==> src/rtl/ai_move_engine.sv <==
// Two-ply minimax move search for tic-tac-toe: AI tries each empty cell, then
// every player reply is scanned one cell per cycle to find the worst outcome.
module ai_move_engine (
  input  logic        clk,
  input  logic        rst,
  input  logic        start,
  input  logic [17:0] board,
  output logic        busy,
  output logic        done,
  output logic        found,
  output logic [3:0]  move
);

  typedef enum logic [2:0] {S_IDLE, S_CHK, S_CAND, S_REPLY, S_FIN} state_t;

  // Each 12-bit field is one line as three hex cell indices; line 0 in the LSBs.
  localparam logic [95:0] LINES = 96'h246_048_258_147_036_678_345_012;

  localparam logic [1:0] CELL_EMPTY  = 2'b00;
  localparam logic [1:0] CELL_PLAYER = 2'b01;
  localparam logic [1:0] CELL_AI     = 2'b10;

  function automatic logic [1:0] cell_of(input logic [17:0] b, input logic [3:0] k);
    return b[2*k +: 2];
  endfunction

  function automatic logic [17:0] set_cell(input logic [17:0] b, input logic [3:0] k,
                                           input logic [1:0] v);
    logic [17:0] r;
    r = b;
    r[2*k +: 2] = v;
    return r;
  endfunction

  // 0 = open, 1 = player win, 2 = AI win, 3 = draw
  function automatic logic [1:0] eval_board(input logic [17:0] b);
    logic       p_win;
    logic       a_win;
    logic       full;
    logic [1:0] c0, c1, c2;
    p_win = 1'b0;
    a_win = 1'b0;
    full  = 1'b1;
    for (int n = 0; n < 8; n++) begin
      c0 = cell_of(b, LINES[12*n+8 +: 4]);
      c1 = cell_of(b, LINES[12*n+4 +: 4]);
      c2 = cell_of(b, LINES[12*n   +: 4]);
      if (c0 == c1 && c1 == c2) begin
        if (c0 == CELL_PLAYER) p_win = 1'b1;
        if (c0 == CELL_AI)     a_win = 1'b1;
      end
    end
    for (int k = 0; k < 9; k++) begin
      if (b[2*k +: 2] == CELL_EMPTY) full = 1'b0;
    end
    if (a_win)      return 2'd2;
    else if (p_win) return 2'd1;
    else if (full)  return 2'd3;
    else            return 2'd0;
  endfunction

  state_t             state_q, state_d;
  logic [17:0]        b_q, b_d;
  logic [3:0]         i_q, i_d;
  logic [3:0]         j_q, j_d;
  logic signed [2:0]  best_q, best_d;
  logic signed [2:0]  min_q, min_d;
  logic [3:0]         best_i_q, best_i_d;
  logic [3:0]         move_q, move_d;
  logic               found_q, found_d;

  logic [17:0]        t_board;
  logic [17:0]        u_board;
  logic [1:0]         eval_b, eval_t, eval_u;
  logic signed [2:0]  reply_val;
  logic signed [2:0]  min_next;
  logic signed [2:0]  score;
  logic               score_valid;
  logic               step_i;
  logic               take;

  always_comb begin
    t_board   = set_cell(b_q, i_q, CELL_AI);
    u_board   = set_cell(t_board, j_q, CELL_PLAYER);
    eval_b    = eval_board(b_q);
    eval_t    = eval_board(t_board);
    eval_u    = eval_board(u_board);
    reply_val = (cell_of(t_board, j_q) == CELL_EMPTY && eval_u == 2'd1) ? -3'sd1 : 3'sd0;
    min_next  = (reply_val < min_q) ? reply_val : min_q;
  end

  always_comb begin
    state_d     = state_q;
    b_d         = b_q;
    i_d         = i_q;
    j_d         = j_q;
    best_d      = best_q;
    min_d       = min_q;
    best_i_d    = best_i_q;
    move_d      = move_q;
    found_d     = found_q;
    score       = 3'sd0;
    score_valid = 1'b0;
    step_i      = 1'b0;

    case (state_q)
      S_IDLE: begin
        if (start) begin
          b_d     = board;
          i_d     = 4'd0;
          best_d  = -3'sd2;
          state_d = S_CHK;
        end
      end
      S_CHK: begin
        if (eval_b != 2'd0) begin
          found_d = 1'b0;
          move_d  = 4'hF;
          state_d = S_FIN;
        end else begin
          state_d = S_CAND;
        end
      end
      S_CAND: begin
        if (cell_of(b_q, i_q) != CELL_EMPTY) begin
          step_i = 1'b1;
        end else if (eval_t == 2'd2) begin
          score       = 3'sd1;
          score_valid = 1'b1;
          step_i      = 1'b1;
        end else if (eval_t == 2'd3) begin
          score_valid = 1'b1;
          step_i      = 1'b1;
        end else begin
          min_d   = 3'sd1;
          j_d     = 4'd0;
          state_d = S_REPLY;
        end
      end
      S_REPLY: begin
        min_d = min_next;
        if (j_q == 4'd8) begin
          score       = min_next;
          score_valid = 1'b1;
          step_i      = 1'b1;
        end else begin
          j_d = j_q + 4'd1;
        end
      end
      S_FIN: begin
        state_d = S_IDLE;
      end
      default: state_d = S_IDLE;
    endcase

    // Strict greater-than keeps the lowest index on ties.
    take = score_valid && (score > best_q);
    if (take) begin
      best_d   = score;
      best_i_d = i_q;
    end

    // The last candidate exits straight to FIN so no extra CAND cycle is spent.
    if (step_i) begin
      if (i_q == 4'd8) begin
        found_d = 1'b1;
        move_d  = take ? i_q : best_i_q;
        state_d = S_FIN;
      end else begin
        i_d     = i_q + 4'd1;
        state_d = S_CAND;
      end
    end
  end

  always_ff @(posedge clk) begin
    if (rst) begin
      state_q  <= S_IDLE;
      b_q      <= '0;
      i_q      <= '0;
      j_q      <= '0;
      best_q   <= -3'sd2;
      min_q    <= 3'sd1;
      best_i_q <= '0;
      move_q   <= 4'hF;
      found_q  <= 1'b0;
    end else begin
      state_q  <= state_d;
      b_q      <= b_d;
      i_q      <= i_d;
      j_q      <= j_d;
      best_q   <= best_d;
      min_q    <= min_d;
      best_i_q <= best_i_d;
      move_q   <= move_d;
      found_q  <= found_d;
    end
  end

  assign busy  = (state_q != S_IDLE);
  assign done  = (state_q == S_FIN);
  assign found = found_q;
  assign move  = move_q;

endmodule
==> config.mk <==
export PLATFORM = sky130hd
export DESIGN_NAME = ai_move_engine
export DESIGN_NICKNAME = d
export VERILOG_FILES = /design/src/rtl/ai_move_engine.sv
export SDC_FILE = /design/constraint.sdc
export NUM_CORES = 1
export LEC_CHECK = 0
export ABC_AREA = 1
export CAP_MARGIN = 0
export CORE_MARGIN = 1
export CORE_UTILIZATION = 40
export CTS_CLUSTER_SIZE = 30
export DETAILED_ROUTE_END_ITERATION = 16
export HOLD_SLACK_MARGIN = 0.12
export SYNTH_ARGS = -nofsm -noshare
export SYNTH_HDL_FRONTEND = slang
export SYNTH_SLANG_ARGS = --single-unit
==> constraint.sdc <==
create_clock -name clk -period 5.1 [get_ports clk]
set_input_delay 0.51 -clock clk [delete_from_list [all_inputs] [get_ports clk]]
set_output_delay 0.51 -clock clk [all_outputs]
set_load 0.03 [all_outputs]
==> results.md, run 1 <==
* Outcome: completed
* Post-route ant nets at 0
* Gate power share at 0.748
* P_sw at 1.76 mW
* Tot Pwr at 3.06 mW
* Vias at 4773
* Total grt overflow at 0
* Power per Cell Area at 631 nW/um^2
* Met3 WL at ~740 um
* Leak pwr at 2.25 nW
* Final setup viols at 0
* Synth unique cells at 47
* Vias in the first global route at 4447
* Core area at 9950 sq um
* GP Congestion at 0.927
* N_diodes at 0
* # IOs at 28
* CP Max Fanout at 8
* Seq/Total Area, Yosys at 0.211
* Slowest CP cell: dfxtp_4
* Worst-path clk slew at around 90 ps
* Slew HR at 0.451
* Antenna violations before repair at 0
* Crit path kind: reg -> reg
* Most common cell on crit path: nand2_1
* Tcrit/Tclk final at 0.911
* Final Critical Period at 4650 ps
* Synth area leader: dfxtp_1
* Area contributors post-synth: dfxtp_1 (21%), nand2_1 (14%), nand3_1 (9.8%)
* Area grow syn2layout at 16.1%
* Drt pass-1 iters at 5
* CTS Buffer Depth at 2
* Full die area at 10900 sq um
* Top_reg_cell synth: dfxtp_1
* Post-synthesis xor/xnor area fraction at 0.00628
* Crit end category: flop
* First-pass GRT wire length at about 22000 um
* Setup WS post-layout at 452 ps
* Largest family of logic cells by synthesized area: simple AND/OR/NAND/NOR gates
* Initial Util at 0.420
* Seq pwr share at 0.178
* Netlist Area Pre-Place at 4180 sq um
* Setup Skew at 5.32 ps
* Synth warn at 0
* Share of cells above drive strength 1 at 0.128
* Hold_buf cts at 0
* Part of the power in the clock network at 0.073
* Die H at about 100 um
* CP delay by family, top: simple AND/OR/NAND/NOR gates
* Synth Area in Compound Gates at 0.199
* Met2 wire length at 5980 um
* Bufs and invs on worst path at 4
* Final Hold Fails at 0
* Post-Synth Simple-Gate Area at 0.422
* Clk sink count at 44
* Avg Vias per Cell at approximately 5.4
* Top Layer Used: met4
* Sw Ratio at 0.573
* Synth async-reset ratio at 0
* DP HPWL at 10500 um
* Drt drc at 0
* Overall Global Routing Usage at 0.248
* Count of pins over their slew limit at 0
* Synth Area per Inst at 5.86 sq um
* Number of enable flip-flop cells after synthesis at 0
* Site Rows at 36
* Post-Synth Adder-Cell Area at 0.0479
* Drt initial violations at 239
* CTS Buf Count at 5
* RSZ-0062 raised after global routing: no
* Pre-CTS setup slack at -43.2 ps
* Yosys top cell area share at 0.211
* Hold Crit Class: reg -> reg
* Fmax at 0.215 GHz
* Internal at around 1.3 mW
* CP peak stage delay at 390 ps
* Critical Path RT at 5250 ps
* Syn Nets at 751
* FF+latch count, synth at 44
* H-tree lvl count at 2
* Final net count at approximately 790
* Worst slew pin tran at 823 ps
* Root buffer cell: clkbuf_8
* CTS tree: done
* IO Port Bufs at 27
* Wire length on met1 at slightly above 6000 um
* Cells after synthesis at approximately 710
* Mux contribution to synthesized area at 0
* Arr. time, crit path at 4800 ps
* Pin count of the biggest net entering global routing at 44
* Max-Cap Viols at 0
* Detailed Route WL at 13200 um
* # fillers at 1086
* Startpoint types: flop
* Chip width at 104 um
* Clock Latency Late Sink at 300 ps
* Routed len/inst at 14.9 um
* Worst vdd ir at 0.371 mV
[layer usage]
| metal | vias up | global-route usage |
|---|---|---|
| met5 | - | 0 |
| met4 | 0 | 0.0765 |
| met3 | 23 | 0.0401 |
| met2 | 143 | 0.412 |
| met1 | 2169 | 0.328 |
| li1 | 2438 | - |
[state kept, by name, summed over array words and instances (netlist names)]
register and count:
b_q 18, best_i_q 4, best_q 3, found 1, i_q 4, j_q 4, min_q 3, move 4
state_q 3
[layout make-up]
cell class                      count  area (sq um)  share of cell area
Sequential cell                    44           895               0.184
Tap cell                          133           166              0.0343
Inverter                          109           412              0.0848
Clock buffer                        5          68.8              0.0142
Timing Repair Buffer               44           398              0.0820
Multi-Input combinational cell    546          2900               0.598
Clock inverter                      2          12.5             0.00258
[Yosys cell counts, drive strengths merged (4+ instances only)]
| cell type | count |
|---|---|
| nand2 | 180 |
| nand3b | 4 |
| nor2 | 70 |
| o21ai | 60 |
| inv | 109 |
| o211ai | 7 |
| clkbuf | 13 |
| a21oi | 59 |
| ha | 16 |
| o221ai | 4 |
| dfxtp | 44 |
| nand4 | 7 |
| nor3 | 25 |
| nand3 | 86 |
| a211oi | 4 |
[power groups by stage]
stage	Sequential [mW]	Combinational, mW	Clock (mW)
floorplan	0.490	1.63	0
global route	0.556	2.58	0.243
global placement	0.542	2.13	0
finish	0.546	2.29	0.225
CTS	0.534	2.15	0.229
detailed placement	0.542	2.14	0
[stage by stage]
step	cells	hold slack, ps	utilization	instance area, sq um	TNS, ps
2_1_floorplan	714	445	-	4180	0
3_3_place_gp	871	456	0.467	4650	0
3_5_place_dp	871	474	0.467	4650	-161
4_1_cts	878	488	0.475	4730	0
5_1_grt	883	519	0.488	4850	0
6_report	883	480	0.488	4850	0
[cell families after synthesis]
family                   count (synthesis)
flip-flops                              44
AO/OA/AOI/OAI                          145
XOR/XNOR                                 3
adder cells (fa/ha/maj)                 16
AND/OR/NAND/NOR                        381
buffers and inverters                  125
[cell usage in the layout (no fill, tap or decap), types with 3 or more instances in the layout]
| cell type | Yosys | routed |
|---|---|---|
| nand3_1 | 82 | 82 |
| clkbuf_8 | 0 | 5 |
| nand2_2 | 25 | 28 |
| a21oi_2 | 3 | 3 |
| inv_2 | 12 | 13 |
| o221ai_1 | 4 | 4 |
| nor4_1 | 3 | 3 |
| nand3b_1 | 4 | 4 |
| inv_1 | 96 | 95 |
| nand4_1 | 6 | 6 |
| nand2_1 | 154 | 150 |
| dfxtp_4 | 0 | 3 |
| dfxtp_1 | 44 | 39 |
| xor2_1 | 3 | 3 |
| buf_4 | 1 | 17 |
| ha_1 | 16 | 14 |
| o211ai_1 | 7 | 7 |
| o21ai_0 | 52 | 51 |
| a21oi_1 | 55 | 54 |
| clkdlybuf4s50_1 | 0 | 27 |
| nor2_1 | 66 | 66 |
| o21ai_1 | 8 | 9 |
| a211oi_1 | 4 | 4 |
| nand2_4 | 1 | 3 |
| nor3_1 | 23 | 21 |
[worst paths after layout]
path,from,end,slack [ps],cells after the start
worst min-delay path,min_q[1]$_SDFFE_PP0P_,min_q[1]$_SDFFE_PP0P_,480,2
worst max register to register,i_q[0]$_SDFF_PP0_,move[0]$_SDFF_PP1_,450,33
worst min register to register,min_q[1]$_SDFFE_PP0P_,min_q[1]$_SDFFE_PP0P_,480,2
worst max-delay path,i_q[0]$_SDFF_PP0_,move[0]$_SDFF_PP1_,450,33
[worst min-delay path: cells and delay by family (launching register included)]
kind	cells	cell delay, ps
compound gates	1	50
simple gates	1	60
flops	1	330
[what timing repair did]
item / 4_1_cts / 5_1_grt
resized for setup: 1 / 25
setup endpoints to repair: 7 / 11
buffers inserted: 0 / 4
gates cloned: 0 / 1
pin swaps: 0 / 5
hold endpoints to repair: 0 / 0
Power figures use the tool's default switching activity.
==> inputs of run 2 (changes only) <==
- clock period: 5.1 -> 5.82 ns (I/O delays scaled with it)
==> run 2 against run 1 <==
Net effect: clock-buffer cell count is 1 higher; clock skew grew 2.7 ps; cell count shrank 1.8%; non-clock buffer count down 16; sequential share of layout area rose by 0.41 points; die area unchanged; fmax decreased by 11%; combinational power decreased by 19%; critical path depth rose by 3.
==> results.md, run 2 (synthesized netlist as in run 1, its figures left out) <==
* Outcome: completed
* Drt initial violations at 306
* Routed len/inst at 15.4 um
* Die H at about 100 um
* Startpoint types: flop
* Worst hold path depth at 2
* Worst R2R Setup Slack at 620 ps
* Critical Path RT at 5970 ps
* CP Max Fanout at 12
* Min-delay src: found$_SDFF_PP0_
* # fillers at around 1100
* Root buffer cell: clkbuf_8
* Vias at 4769
* Hold Crit Class: reg -> reg
* Initial Util at 0.420
* Share of cells above drive strength 1 at 0.0899
* Post-route ant nets at 0
* Site Rows at 36
* Setup Skew at 7.98 ps
* Worst-path clk slew at 100 ps
* Crit end category: flop
* Detailed Route WL at about 13000 um
* RSZ-0062 raised after global routing: no
* IO Port Bufs at 27
* Most common cell on crit path: nand2_1
* Clk sink count at 44
* N_diodes at 0
* R2R Path Start: i_q[1]$_SDFF_PP0_
* Clock Latency Late Sink at 300 ps
* Fmax at around 0.19 GHz
* Largest register FFs at 18
* Area grow syn2layout at 12.0%
* Count of pins over their slew limit at 0
* Biggest register: b_q
* Crit path kind: reg -> reg
* Commonest non-fill, non-tap cell in the layout: nand2_1
* Final setup viols at 0
* H-tree lvl count at 2
* # IOs at 28
* Critical R2R Capture: move[0]$_SDFF_PP1_
* R2R depth at 36
* Power per Cell Area at 557 nW/um^2
* Slew HR at 0.458
* Worst vdd ir at 0.344 mV
* Multi-input logic area at 2820 sq um
* Arr. time, crit path at 5350 ps
* Tot Pwr at about 2.6 mW
* Slowest CP cell: dfxtp_1
* Final Critical Period at 5200 ps
* Drt pass-1 iters at 6
* Overall Global Routing Usage at 0.249
* CP peak stage delay at 450 ps
* FF/Latch Area at around 880 sq um
* Chip width at 104 um
* CTS Buffer Depth at 2
* Avg Vias per Cell at 5.50
* Worst slew pin tran at 811 ps
* DP HPWL at 10500 um
* Drt drc at 0
* Antenna violations before repair at 0
* Hold-critical path endpoint: found$_SDFF_PP0_
* Setup TNS at 0 ps
* Full die area at 10900 sq um
* Core area at around 10000 sq um
* Most frequent cells in the layout: nand2_1 (154), inv_1 (96), nand3_1 (82)
* CTS tree: done
* Pin count of the biggest net entering global routing at 44
* CTS Buf Count at 5
* Tcrit/Tclk final at 0.893
* GP Congestion at 0.978
* Max-Cap Viols at 0
* First-pass GRT wire length at 22100 um
* Final Hold Fails at 0
* Total grt overflow at 0
* Leak pwr at 2.15 nW
* Vias in the first global route at 4490
* Final net count at 770
## run 2: changes by cell type in the layout (fill, tap and decap cells not counted), moves of 2 or more
cell | before | now
nand2_1 | 150 | 154
buf_4 | 17 | 1
ha_1 | 14 | 16
nand2_2 | 28 | 25
nand2_4 | 3 | 1
nor3_4 | 2 | 0
dfxtp_1 | 39 | 43
dfxtp_4 | 3 | 0
nor3_1 | 21 | 23
## run 2: metrics by stage
stage	cell area, sq um	hold slack, ps	util	worst slack [ps]	std cells
floorplan	4180	445	-	1410	714
CTS	4680	483	0.470	618	867
global placement	4560	457	0.458	759	859
finish	4680	481	0.470	623	867
detailed placement	4560	468	0.458	650	859
global route	4680	523	0.470	8.73	867
## run 2: critical path, delay by kind of cell (launching register included)
| family | cells | cell delay, ps |
|---|---|---|
| AND/OR/NAND/NOR | 25 | 2660 |
| flip-flops | 1 | 450 |
| adder cells (fa/ha/maj) | 3 | 800 |
| buffers and inverters | 5 | 350 |
| AO/OA/AOI/OAI | 3 | 760 |
## run 2: worst max path at each step
stage	from	to	slack, ps	cells after the start
global placement	i_q[0]$_SDFF_PP0_	move[2]$_SDFF_PP1_	760	36
floorplan	i_q[0]$_SDFF_PP0_	move[0]$_SDFF_PP1_	1410	37
finish	i_q[1]$_SDFF_PP0_	move[0]$_SDFF_PP1_	620	36
CTS	i_q[0]$_SDFF_PP0_	move[0]$_SDFF_PP1_	620	36
global route	i_q[1]$_SDFF_PP0_	move[0]$_SDFF_PP1_	9	37
detailed placement	i_q[0]$_SDFF_PP0_	move[2]$_SDFF_PP1_	650	36
## run 2: cell type report
cell class                      count  area share
Multi-Input combinational cell    545       0.603
Clock buffer                        6      0.0176
Inverter                          109      0.0879
Timing Repair Buffer               28      0.0593
Tap cell                          133      0.0355
Sequential cell                    44       0.188
Clock inverter                      2     0.00828
## run 2: layer usage
layer  wire (um)  global-route usage
met1        6130               0.329
met2        5930               0.410
met3         902              0.0357
met4         386              0.0918
met5           0                   0
## run 2: what timing repair did
item,CTS,global route
setup endpoints to repair,0,11
resized for setup,0,2
hold buffers,0,0
setup buffers,0,0
hold endpoints to repair,0,0
## run 2: power breakdown
group / switching, mW / leakage [nW] / internal [mW] / total, mW
Clock: 0.122 / 0.0614 / 0.141 / 0.263
Combinational: 1.27 / 1.73 / 0.593 / 1.86
Sequential: 0.116 / 0.360 / 0.370 / 0.485
